### src/rtl/ctrl_pkg.sv
// ctrl_pkg: shared definitions for the accumulator-CPU control sequencer.
//   - opcode constants (OP_*)
//   - ALU function-select codes (ALUS_*), shared with the ALU
//   - bus source select codes (BUS_*)
//   - sequencer state enum and the decoded strobe struct
// Optional feature macro: CTRL_SEQ_HALT_EN (adds opcode FF -> HALT state).
package ctrl_pkg;

    localparam int OP_W   = 8;
    localparam int ALUS_W = 4;
    localparam int BUS_W  = 3;

    // Opcodes
    localparam logic [OP_W-1:0] OP_NOP  = 8'h00;
    localparam logic [OP_W-1:0] OP_LDAC = 8'h01;
    localparam logic [OP_W-1:0] OP_STAC = 8'h02;
    localparam logic [OP_W-1:0] OP_MVAC = 8'h03;
    localparam logic [OP_W-1:0] OP_MOVR = 8'h04;
    localparam logic [OP_W-1:0] OP_JUMP = 8'h05;
    localparam logic [OP_W-1:0] OP_JMPZ = 8'h06;
    localparam logic [OP_W-1:0] OP_JPNZ = 8'h07;
    localparam logic [OP_W-1:0] OP_ADD  = 8'h08;
    localparam logic [OP_W-1:0] OP_SUB  = 8'h09;
    localparam logic [OP_W-1:0] OP_INAC = 8'h0A;
    localparam logic [OP_W-1:0] OP_CLAC = 8'h0B;
    localparam logic [OP_W-1:0] OP_AND  = 8'h0C;
    localparam logic [OP_W-1:0] OP_OR   = 8'h0D;
    localparam logic [OP_W-1:0] OP_XOR  = 8'h0E;
    localparam logic [OP_W-1:0] OP_NOT  = 8'h0F;
    localparam logic [OP_W-1:0] OP_HALT = 8'hFF;

    // ALU function select
    localparam logic [ALUS_W-1:0] ALUS_CLAC = 4'd0;
    localparam logic [ALUS_W-1:0] ALUS_ADD  = 4'd1;
    localparam logic [ALUS_W-1:0] ALUS_SUB  = 4'd2;
    localparam logic [ALUS_W-1:0] ALUS_INAC = 4'd3;
    localparam logic [ALUS_W-1:0] ALUS_AND  = 4'd4;
    localparam logic [ALUS_W-1:0] ALUS_OR   = 4'd5;
    localparam logic [ALUS_W-1:0] ALUS_NOT  = 4'd6;
    localparam logic [ALUS_W-1:0] ALUS_XOR  = 4'd7;
    localparam logic [ALUS_W-1:0] ALUS_PASS = 4'd8;

    // Bus source select
    localparam logic [BUS_W-1:0] BUS_NONE = 3'd0;
    localparam logic [BUS_W-1:0] BUS_PC   = 3'd1;
    localparam logic [BUS_W-1:0] BUS_DR   = 3'd2;
    localparam logic [BUS_W-1:0] BUS_ADDR = 3'd3;  // {DR,TR} operand address
    localparam logic [BUS_W-1:0] BUS_R    = 3'd4;
    localparam logic [BUS_W-1:0] BUS_AC   = 3'd5;
    localparam logic [BUS_W-1:0] BUS_MEM  = 3'd6;

    typedef enum logic [4:0] {
        S_FETCH1,
        S_FETCH2,
        S_FETCH3,
        S_NOP,
        S_MVAC,
        S_MOVR,
        S_ALU,
        S_ADR1,
        S_ADR2,
        S_ADR3,
        S_LD4,
        S_LD5,
        S_ST4,
        S_ST5,
        S_JMP3,
        S_SKIP1,
        S_SKIP2
`ifdef CTRL_SEQ_HALT_EN
        , S_HALT
`endif
    } state_t;

    typedef struct packed {
        logic [ALUS_W-1:0] alus;
        logic [BUS_W-1:0]  bus_sel;
        logic ar_ld;
        logic ar_inc;
        logic pc_ld;
        logic pc_inc;
        logic dr_ld;
        logic tr_ld;
        logic ir_ld;
        logic r_ld;
        logic ac_ld;
        logic z_ld;
        logic mem_rd;
        logic mem_wr;
        logic fetch;
        logic halted;   // only driven high when the halt feature is built in
    } strobes_t;

    // ALU-op opcodes 08..0F map to their ALU function; anything else clears.
    function automatic logic [ALUS_W-1:0] alus_of_op(input logic [OP_W-1:0] op);
        logic [ALUS_W-1:0] a;
        a = ALUS_CLAC;
        case (op)
            OP_ADD:  a = ALUS_ADD;
            OP_SUB:  a = ALUS_SUB;
            OP_INAC: a = ALUS_INAC;
            OP_CLAC: a = ALUS_CLAC;
            OP_AND:  a = ALUS_AND;
            OP_OR:   a = ALUS_OR;
            OP_XOR:  a = ALUS_XOR;
            OP_NOT:  a = ALUS_NOT;
            default: a = ALUS_CLAC;
        endcase
        return a;
    endfunction

endpackage

### src/rtl/ctrl_seq_if.sv
// ctrl_seq_if: control strobe bundle from the sequencer to the datapath.
//   master (sequencer): drives alus, bus_sel, register/memory strobes,
//                       fetch, halted (CTRL_SEQ_HALT_EN only), state (debug).
//   slave  (datapath):  receives all of the above.
// There is no handshake: every signal is a Moore output valid for the whole
// clock cycle and acted on by the datapath at the next rising edge.
interface ctrl_seq_if;
    import ctrl_pkg::*;

    logic [ALUS_W-1:0] alus;
    logic [BUS_W-1:0]  bus_sel;
    logic ar_ld, ar_inc, pc_ld, pc_inc, dr_ld, tr_ld, ir_ld, r_ld, ac_ld, z_ld;
    logic mem_rd, mem_wr;
    logic fetch;
`ifdef CTRL_SEQ_HALT_EN
    logic halted;
`endif
    state_t state;   // debug view of the sequencer state

    modport master (
        output alus, bus_sel, ar_ld, ar_inc, pc_ld, pc_inc, dr_ld, tr_ld,
               ir_ld, r_ld, ac_ld, z_ld, mem_rd, mem_wr, fetch,
`ifdef CTRL_SEQ_HALT_EN
               halted,
`endif
               state
    );

    modport slave (
        input  alus, bus_sel, ar_ld, ar_inc, pc_ld, pc_inc, dr_ld, tr_ld,
               ir_ld, r_ld, ac_ld, z_ld, mem_rd, mem_wr, fetch,
`ifdef CTRL_SEQ_HALT_EN
               halted,
`endif
               state
    );
endinterface

### src/rtl/ctrl_seq_decode.sv
// ctrl_seq_decode: combinational state/opcode -> strobe vector.
//   state : current sequencer state
//   op    : latched opcode (selects the ALU function in S_ALU)
//   s     : decoded strobes; anything not set for a state stays 0
// Optional feature macro: CTRL_SEQ_HALT_EN (HALT decodes to all-zero + halted).
module ctrl_seq_decode
    import ctrl_pkg::*;
(
    input  state_t          state,
    input  logic [OP_W-1:0] op,
    output strobes_t        s
);

    always_comb begin
        s = '0;
        case (state)
            S_FETCH1: begin
                s.ar_ld   = 1'b1;
                s.bus_sel = BUS_PC;
                s.fetch   = 1'b1;
            end
            S_FETCH2: begin
                s.mem_rd  = 1'b1;
                s.bus_sel = BUS_MEM;
                s.dr_ld   = 1'b1;
                s.pc_inc  = 1'b1;
            end
            S_FETCH3: begin
                // DR->IR uses a dedicated path, so the bus is free for PC->AR.
                s.ir_ld   = 1'b1;
                s.ar_ld   = 1'b1;
                s.bus_sel = BUS_PC;
            end
            S_NOP: ;
            S_MVAC: begin
                s.r_ld    = 1'b1;
                s.bus_sel = BUS_AC;
            end
            S_MOVR: begin
                s.ac_ld   = 1'b1;
                s.z_ld    = 1'b1;
                s.bus_sel = BUS_R;
                s.alus    = ALUS_PASS;
            end
            S_ALU: begin
                s.ac_ld   = 1'b1;
                s.z_ld    = 1'b1;
                s.bus_sel = BUS_R;
                s.alus    = alus_of_op(op);
            end
            S_ADR1: begin
                s.mem_rd  = 1'b1;
                s.bus_sel = BUS_MEM;
                s.dr_ld   = 1'b1;
                s.pc_inc  = 1'b1;
                s.ar_inc  = 1'b1;
            end
            S_ADR2: begin
                // Low byte moves DR->TR while the high byte is read into DR.
                s.tr_ld   = 1'b1;
                s.mem_rd  = 1'b1;
                s.bus_sel = BUS_MEM;
                s.dr_ld   = 1'b1;
                s.pc_inc  = 1'b1;
            end
            S_ADR3: begin
                s.ar_ld   = 1'b1;
                s.bus_sel = BUS_ADDR;
            end
            S_LD4: begin
                s.mem_rd  = 1'b1;
                s.bus_sel = BUS_MEM;
                s.dr_ld   = 1'b1;
            end
            S_LD5: begin
                s.ac_ld   = 1'b1;
                s.z_ld    = 1'b1;
                s.bus_sel = BUS_DR;
                s.alus    = ALUS_PASS;
            end
            S_ST4: begin
                s.dr_ld   = 1'b1;
                s.bus_sel = BUS_AC;
            end
            S_ST5: begin
                s.mem_wr  = 1'b1;
                s.bus_sel = BUS_DR;
            end
            S_JMP3: begin
                s.pc_ld   = 1'b1;
                s.bus_sel = BUS_ADDR;
            end
            S_SKIP1, S_SKIP2: begin
                s.pc_inc  = 1'b1;
            end
`ifdef CTRL_SEQ_HALT_EN
            S_HALT: begin
                s.halted  = 1'b1;
            end
`endif
            default: ;
        endcase
    end

endmodule

### src/rtl/ctrl_seq.sv
// ctrl_seq: hardwired fetch/decode/execute sequencer for the 8-bit
// accumulator CPU (Moore FSM).
//   clk   : system clock
//   rst_n : asynchronous active-low reset (state -> FETCH1, opcode -> 00)
//   dr_op : DR contents; taken as the opcode in FETCH3
//   z_in  : zero flag; only consulted in FETCH3 for JMPZ/JPNZ
//   ctl   : strobe bundle to the datapath (ctrl_seq_if.master)
// Optional feature macro: CTRL_SEQ_HALT_EN. When defined, opcode FF enters a
// HALT state (all strobes 0, ctl.halted=1) held until reset; otherwise FF is a NOP.
module ctrl_seq
    import ctrl_pkg::*;
(
    input  logic            clk,
    input  logic            rst_n,
    input  logic [OP_W-1:0] dr_op,
    input  logic            z_in,
    ctrl_seq_if.master      ctl
);

    state_t          state_q, state_d;
    logic [OP_W-1:0] op_q, op_d;
    strobes_t        s;

    always_ff @(posedge clk or negedge rst_n) begin
        if (!rst_n) begin
            state_q <= S_FETCH1;
            op_q    <= OP_NOP;
        end else begin
            state_q <= state_d;
            op_q    <= op_d;
        end
    end

    always_comb begin
        state_d = S_FETCH1;
        op_d    = op_q;
        case (state_q)
            S_FETCH1: state_d = S_FETCH2;
            S_FETCH2: state_d = S_FETCH3;
            S_FETCH3: begin
                // Branch on the live DR value; op_q is not valid until next cycle.
                op_d = dr_op;
                case (dr_op)
                    OP_MVAC: state_d = S_MVAC;
                    OP_MOVR: state_d = S_MOVR;
                    OP_ADD, OP_SUB, OP_INAC, OP_CLAC,
                    OP_AND, OP_OR, OP_XOR, OP_NOT: state_d = S_ALU;
                    OP_LDAC, OP_STAC, OP_JUMP: state_d = S_ADR1;
                    OP_JMPZ: state_d = z_in  ? S_ADR1 : S_SKIP1;
                    OP_JPNZ: state_d = !z_in ? S_ADR1 : S_SKIP1;
`ifdef CTRL_SEQ_HALT_EN
                    OP_HALT: state_d = S_HALT;
`endif
                    default: state_d = S_NOP;
                endcase
            end
            S_ADR1: state_d = S_ADR2;
            S_ADR2: state_d = (op_q == OP_LDAC || op_q == OP_STAC) ? S_ADR3 : S_JMP3;
            S_ADR3: state_d = (op_q == OP_LDAC) ? S_LD4 : S_ST4;
            S_LD4:  state_d = S_LD5;
            S_ST4:  state_d = S_ST5;
            S_SKIP1: state_d = S_SKIP2;
`ifdef CTRL_SEQ_HALT_EN
            S_HALT: state_d = S_HALT;
`endif
            default: state_d = S_FETCH1;
        endcase
    end

    ctrl_seq_decode u_decode (
        .state (state_q),
        .op    (op_q),
        .s     (s)
    );

    assign ctl.alus    = s.alus;
    assign ctl.bus_sel = s.bus_sel;
    assign ctl.ar_ld   = s.ar_ld;
    assign ctl.ar_inc  = s.ar_inc;
    assign ctl.pc_ld   = s.pc_ld;
    assign ctl.pc_inc  = s.pc_inc;
    assign ctl.dr_ld   = s.dr_ld;
    assign ctl.tr_ld   = s.tr_ld;
    assign ctl.ir_ld   = s.ir_ld;
    assign ctl.r_ld    = s.r_ld;
    assign ctl.ac_ld   = s.ac_ld;
    assign ctl.z_ld    = s.z_ld;
    assign ctl.mem_rd  = s.mem_rd;
    assign ctl.mem_wr  = s.mem_wr;
    assign ctl.fetch   = s.fetch;
    assign ctl.state   = state_q;
`ifdef CTRL_SEQ_HALT_EN
    assign ctl.halted  = s.halted;
`else
    logic unused_halted;
    assign unused_halted = s.halted;
`endif

endmodule

### src/flat_wrapper.sv
// flat-port wrapper written by rule: the top's interface ports become plain ports
module ctrl_seq_flat import ctrl_pkg::*;
  (clk, rst_n, dr_op, z_in, ctl_alus, ctl_bus_sel, ctl_ar_ld, ctl_ar_inc, ctl_pc_ld, ctl_pc_inc, ctl_dr_ld, ctl_tr_ld, ctl_ir_ld, ctl_r_ld, ctl_ac_ld, ctl_z_ld, ctl_mem_rd, ctl_mem_wr, ctl_fetch, ctl_state);
  ctrl_seq_if ctl_i ();
  input  logic clk;
  input  logic rst_n;
  input  logic [OP_W-1:0] dr_op;
  input  logic z_in;
  output wire logic [$bits(ctl_i.alus)-1:0] ctl_alus;
  output wire logic [$bits(ctl_i.bus_sel)-1:0] ctl_bus_sel;
  output wire logic [$bits(ctl_i.ar_ld)-1:0] ctl_ar_ld;
  output wire logic [$bits(ctl_i.ar_inc)-1:0] ctl_ar_inc;
  output wire logic [$bits(ctl_i.pc_ld)-1:0] ctl_pc_ld;
  output wire logic [$bits(ctl_i.pc_inc)-1:0] ctl_pc_inc;
  output wire logic [$bits(ctl_i.dr_ld)-1:0] ctl_dr_ld;
  output wire logic [$bits(ctl_i.tr_ld)-1:0] ctl_tr_ld;
  output wire logic [$bits(ctl_i.ir_ld)-1:0] ctl_ir_ld;
  output wire logic [$bits(ctl_i.r_ld)-1:0] ctl_r_ld;
  output wire logic [$bits(ctl_i.ac_ld)-1:0] ctl_ac_ld;
  output wire logic [$bits(ctl_i.z_ld)-1:0] ctl_z_ld;
  output wire logic [$bits(ctl_i.mem_rd)-1:0] ctl_mem_rd;
  output wire logic [$bits(ctl_i.mem_wr)-1:0] ctl_mem_wr;
  output wire logic [$bits(ctl_i.fetch)-1:0] ctl_fetch;
  output wire logic [$bits(ctl_i.state)-1:0] ctl_state;
  assign ctl_alus = ctl_i.alus;
  assign ctl_bus_sel = ctl_i.bus_sel;
  assign ctl_ar_ld = ctl_i.ar_ld;
  assign ctl_ar_inc = ctl_i.ar_inc;
  assign ctl_pc_ld = ctl_i.pc_ld;
  assign ctl_pc_inc = ctl_i.pc_inc;
  assign ctl_dr_ld = ctl_i.dr_ld;
  assign ctl_tr_ld = ctl_i.tr_ld;
  assign ctl_ir_ld = ctl_i.ir_ld;
  assign ctl_r_ld = ctl_i.r_ld;
  assign ctl_ac_ld = ctl_i.ac_ld;
  assign ctl_z_ld = ctl_i.z_ld;
  assign ctl_mem_rd = ctl_i.mem_rd;
  assign ctl_mem_wr = ctl_i.mem_wr;
  assign ctl_fetch = ctl_i.fetch;
  assign ctl_state = ctl_i.state;
  ctrl_seq u_core (.clk(clk), .rst_n(rst_n), .dr_op(dr_op), .z_in(z_in), .ctl(ctl_i));
endmodule
### config.mk
export PLATFORM = sky130hd
export DESIGN_NAME = ctrl_seq_flat
export DESIGN_NICKNAME = d
export VERILOG_FILES = /design/src/rtl/ctrl_pkg.sv /design/src/rtl/ctrl_seq_if.sv /design/src/rtl/ctrl_seq_decode.sv /design/src/rtl/ctrl_seq.sv /design/src/flat_wrapper.sv
export SDC_FILE = /design/constraint.sdc
export NUM_CORES = 1
export LEC_CHECK = 0
export CORE_MARGIN = 1.5
export CORE_UTILIZATION = 51
export CTS_BUF_LIST = sky130_fd_sc_hd__clkbuf_16
export DETAILED_ROUTE_END_ITERATION = 6
export PLACE_DENSITY = 0.82
export SLEW_MARGIN = 20
export SYNTH_ARGS = -nofsm -noshare
export SYNTH_HDL_FRONTEND = slang
export SYNTH_HIERARCHICAL = 1
export SYNTH_SLANG_ARGS = --single-unit
### constraint.sdc
create_clock -name clk -period 3.41 [get_ports clk]
set_input_delay 0.5115 -clock clk [delete_from_list [all_inputs] [get_ports clk]]
set_output_delay 0.5115 -clock clk [all_outputs]
set_load 0.03 [all_outputs]
==> results.md <==
- Least-Margin Pin Slew: 0.574 ns
- DR DRC count: 0
- Fin crit period: 2.83 ns
- Power Dens Cells: 1030 nW/µm²
- Worst Skew: 0.00642 ns
- Unrepaired setup endpoints after global routing: false
- Cts hold-fix bufs: 0
- Post-Layout Inst Area: 1680 µm²
- Initial DRC Count: 71
- Peak VDD IR: 0.000852 V
- Min Hold Slack: 0.531 ns
- Routed length on met3: 171 µm
- Worst setup endpoint: ctl_alus[0]
- Cells after Synth: 143
- Die Y: 52.6 µm
- Setup repair bufs after CTS: 0
- Mapped Nets: 156
- CTS tree: built
- Initial antenna violation count: 0
- Chip width: 52.6 µm
- GRT Residual Overflow: 0
- Max-slew violation count: 0
- Initial Utilization: 55.1%
- Finished Layout Cells: 203
- Reg2reg setup slack: 1.32 ns
- Drt total wl: 3.36 mm
- Crit. Startpoint: u_core/ctl.state[0]$_DFF_PN0_
- Wire length on met2: 1.85 mm
- H-tree depth: 1
- Layout area overhead: 34.3%
- Run status: completed
- Worst r2r src: u_core/ctl.state[1]$_DFF_PN0_
- N_diodes: 0
- Clock sink total: 13
- R2R Path End: u_core/op_q[4]$_DFFE_PN0P_
- First-pass GRT wire length: 5.56 mm
- Vias per inst: 6.12
- Uppermost layer routed: met4
- CP Capture Type: primary output
- Total core area: 2280 µm²
- Max_cap viols: 0
- Number of nets in the layout: 189
- Clock Pin Slew Worst Setup and Hold Paths: 0.05 ns
- M1 WL: 1.33 mm
- Clk Latency, worst-skew pair: 0.25 ns
- Fmax: 354 MHz
- Vias in the first global route: 1248
- Share of cells above drive strength 1: 14.9%
- Hold Vio Cnt, Final: 0
- Number of buffers added on ports: 35
- Critical path type: reg2out
- Startpoint types: flop
- Leakage power: 0.000674 µW
- CTS buffer count: 3
- Final setup viols: 0
- Cell Area, Synth: 1250 µm²
- Antenna viol nets, final: 0
- GRT Total Usage: 27.1%
- Arr. time, crit path: 2.32 ns
- Setup TNS: 0 ns
- Fin crit share: 83.0%
- Max-slew headroom: 61.6%
- Routed via count: 1242
- Synth warn: 6
- Crit Path Max Fanout: 18
- R2R depth: 4
- Inst Count DP: 199
- Die area: 2760 µm²
- Largest net degree at the start of global routing: 25
- Floorplan row count: 17
- HPWL Detailed: 2.42 mm
- I/O pin count: 36
- Syn avg cell area: 8.77 µm²
- Type of the most critical hold path: reg2reg
- Placer Congestion: 0.819
- Per-cell routed wire length: 16.5 µm
- Root buffer cell: clkbuf_16
- Critical Path RT: 2.90 ns
- Max Buffers Root-to-Sink: 2
- Area after DPL: 1600 µm²
- Post_cts resized: 0
- Drt pass-1 iters: 5
[final cells by class]
cell class	count	area [µm²]
multi-input combinational	113	837
fill	162	592
timing repair buffer	40	388
sequential	13	325
clock buffer	3	75.1
tap	28	35.0
inverter	5	18.8
clock inverter	1	5.00
[layer usage]
layer  vias up  track usage (%)
met4         0             8.97
met1       608             32.9
met3         2             4.29
met5         -                0
met2        49             48.3
li1        583                -
[worst min-delay path by stage]
stage	cells after the start	slack, ns	start	end
2_1_floorplan	0	0.22	rst_n	u_core/ctl.state[0]$_DFF_PN0_
3_3_place_gp	1	0.50	u_core/op_q[3]$_DFFE_PN0P_	u_core/op_q[3]$_DFFE_PN0P_
3_5_place_dp	1	0.51	u_core/op_q[3]$_DFFE_PN0P_	u_core/op_q[3]$_DFFE_PN0P_
4_1_cts	1	0.53	u_core/op_q[3]$_DFFE_PN0P_	u_core/op_q[3]$_DFFE_PN0P_
5_1_grt	1	0.57	u_core/op_q[3]$_DFFE_PN0P_	u_core/op_q[3]$_DFFE_PN0P_
6_report	1	0.53	u_core/op_q[3]$_DFFE_PN0P_	u_core/op_q[3]$_DFFE_PN0P_
[where the power goes]
part	internal, µW	total [µW]	switching, µW
clock	156	224	68.3
sequential	224	357	134
combinational	515	1150	636
total	895	1730	838
[critical path: stages (launching register included)]
cell             delay (ns)
dfrtp_1                0.54
or3b_4                 0.48
nand3b_4               0.18
nor3_2                 0.17
clkdlybuf4s50_1        0.70
[placed cells by master, fill, tap and decap left out, types with 4 or more instances in the layout]
cell type,n
nor3_1,7
nand2b_1,6
inv_1,5
nand3b_1,6
nor2b_1,4
nor2_1,16
o21ai_0,6
mux2i_1,4
a21oi_1,6
mux2_2,8
nand2_1,6
xor2_1,4
buf_4,5
dfrtp_1,13
clkdlybuf4s50_1,35
[state kept, by name, indices dropped and copies added, names as in the netlist]
| name | count |
|---|---|
| u_core/op_q | 8 |
| u_core/ctl.state | 5 |
[metrics by stage]
step / power (µW) / util (%) / setup slack, ns
after floorplan: 1150 / - / 0.728
after global placement: 1450 / 70.5 / 0.913
after detailed placement: 1490 / 70.5 / 0.863
after CTS: 1720 / 74.0 / 0.582
after global routing: 1840 / 74.0 / 0.486
final: 1730 / 74.0 / 0.581
Power figures use the tool's default switching activity.
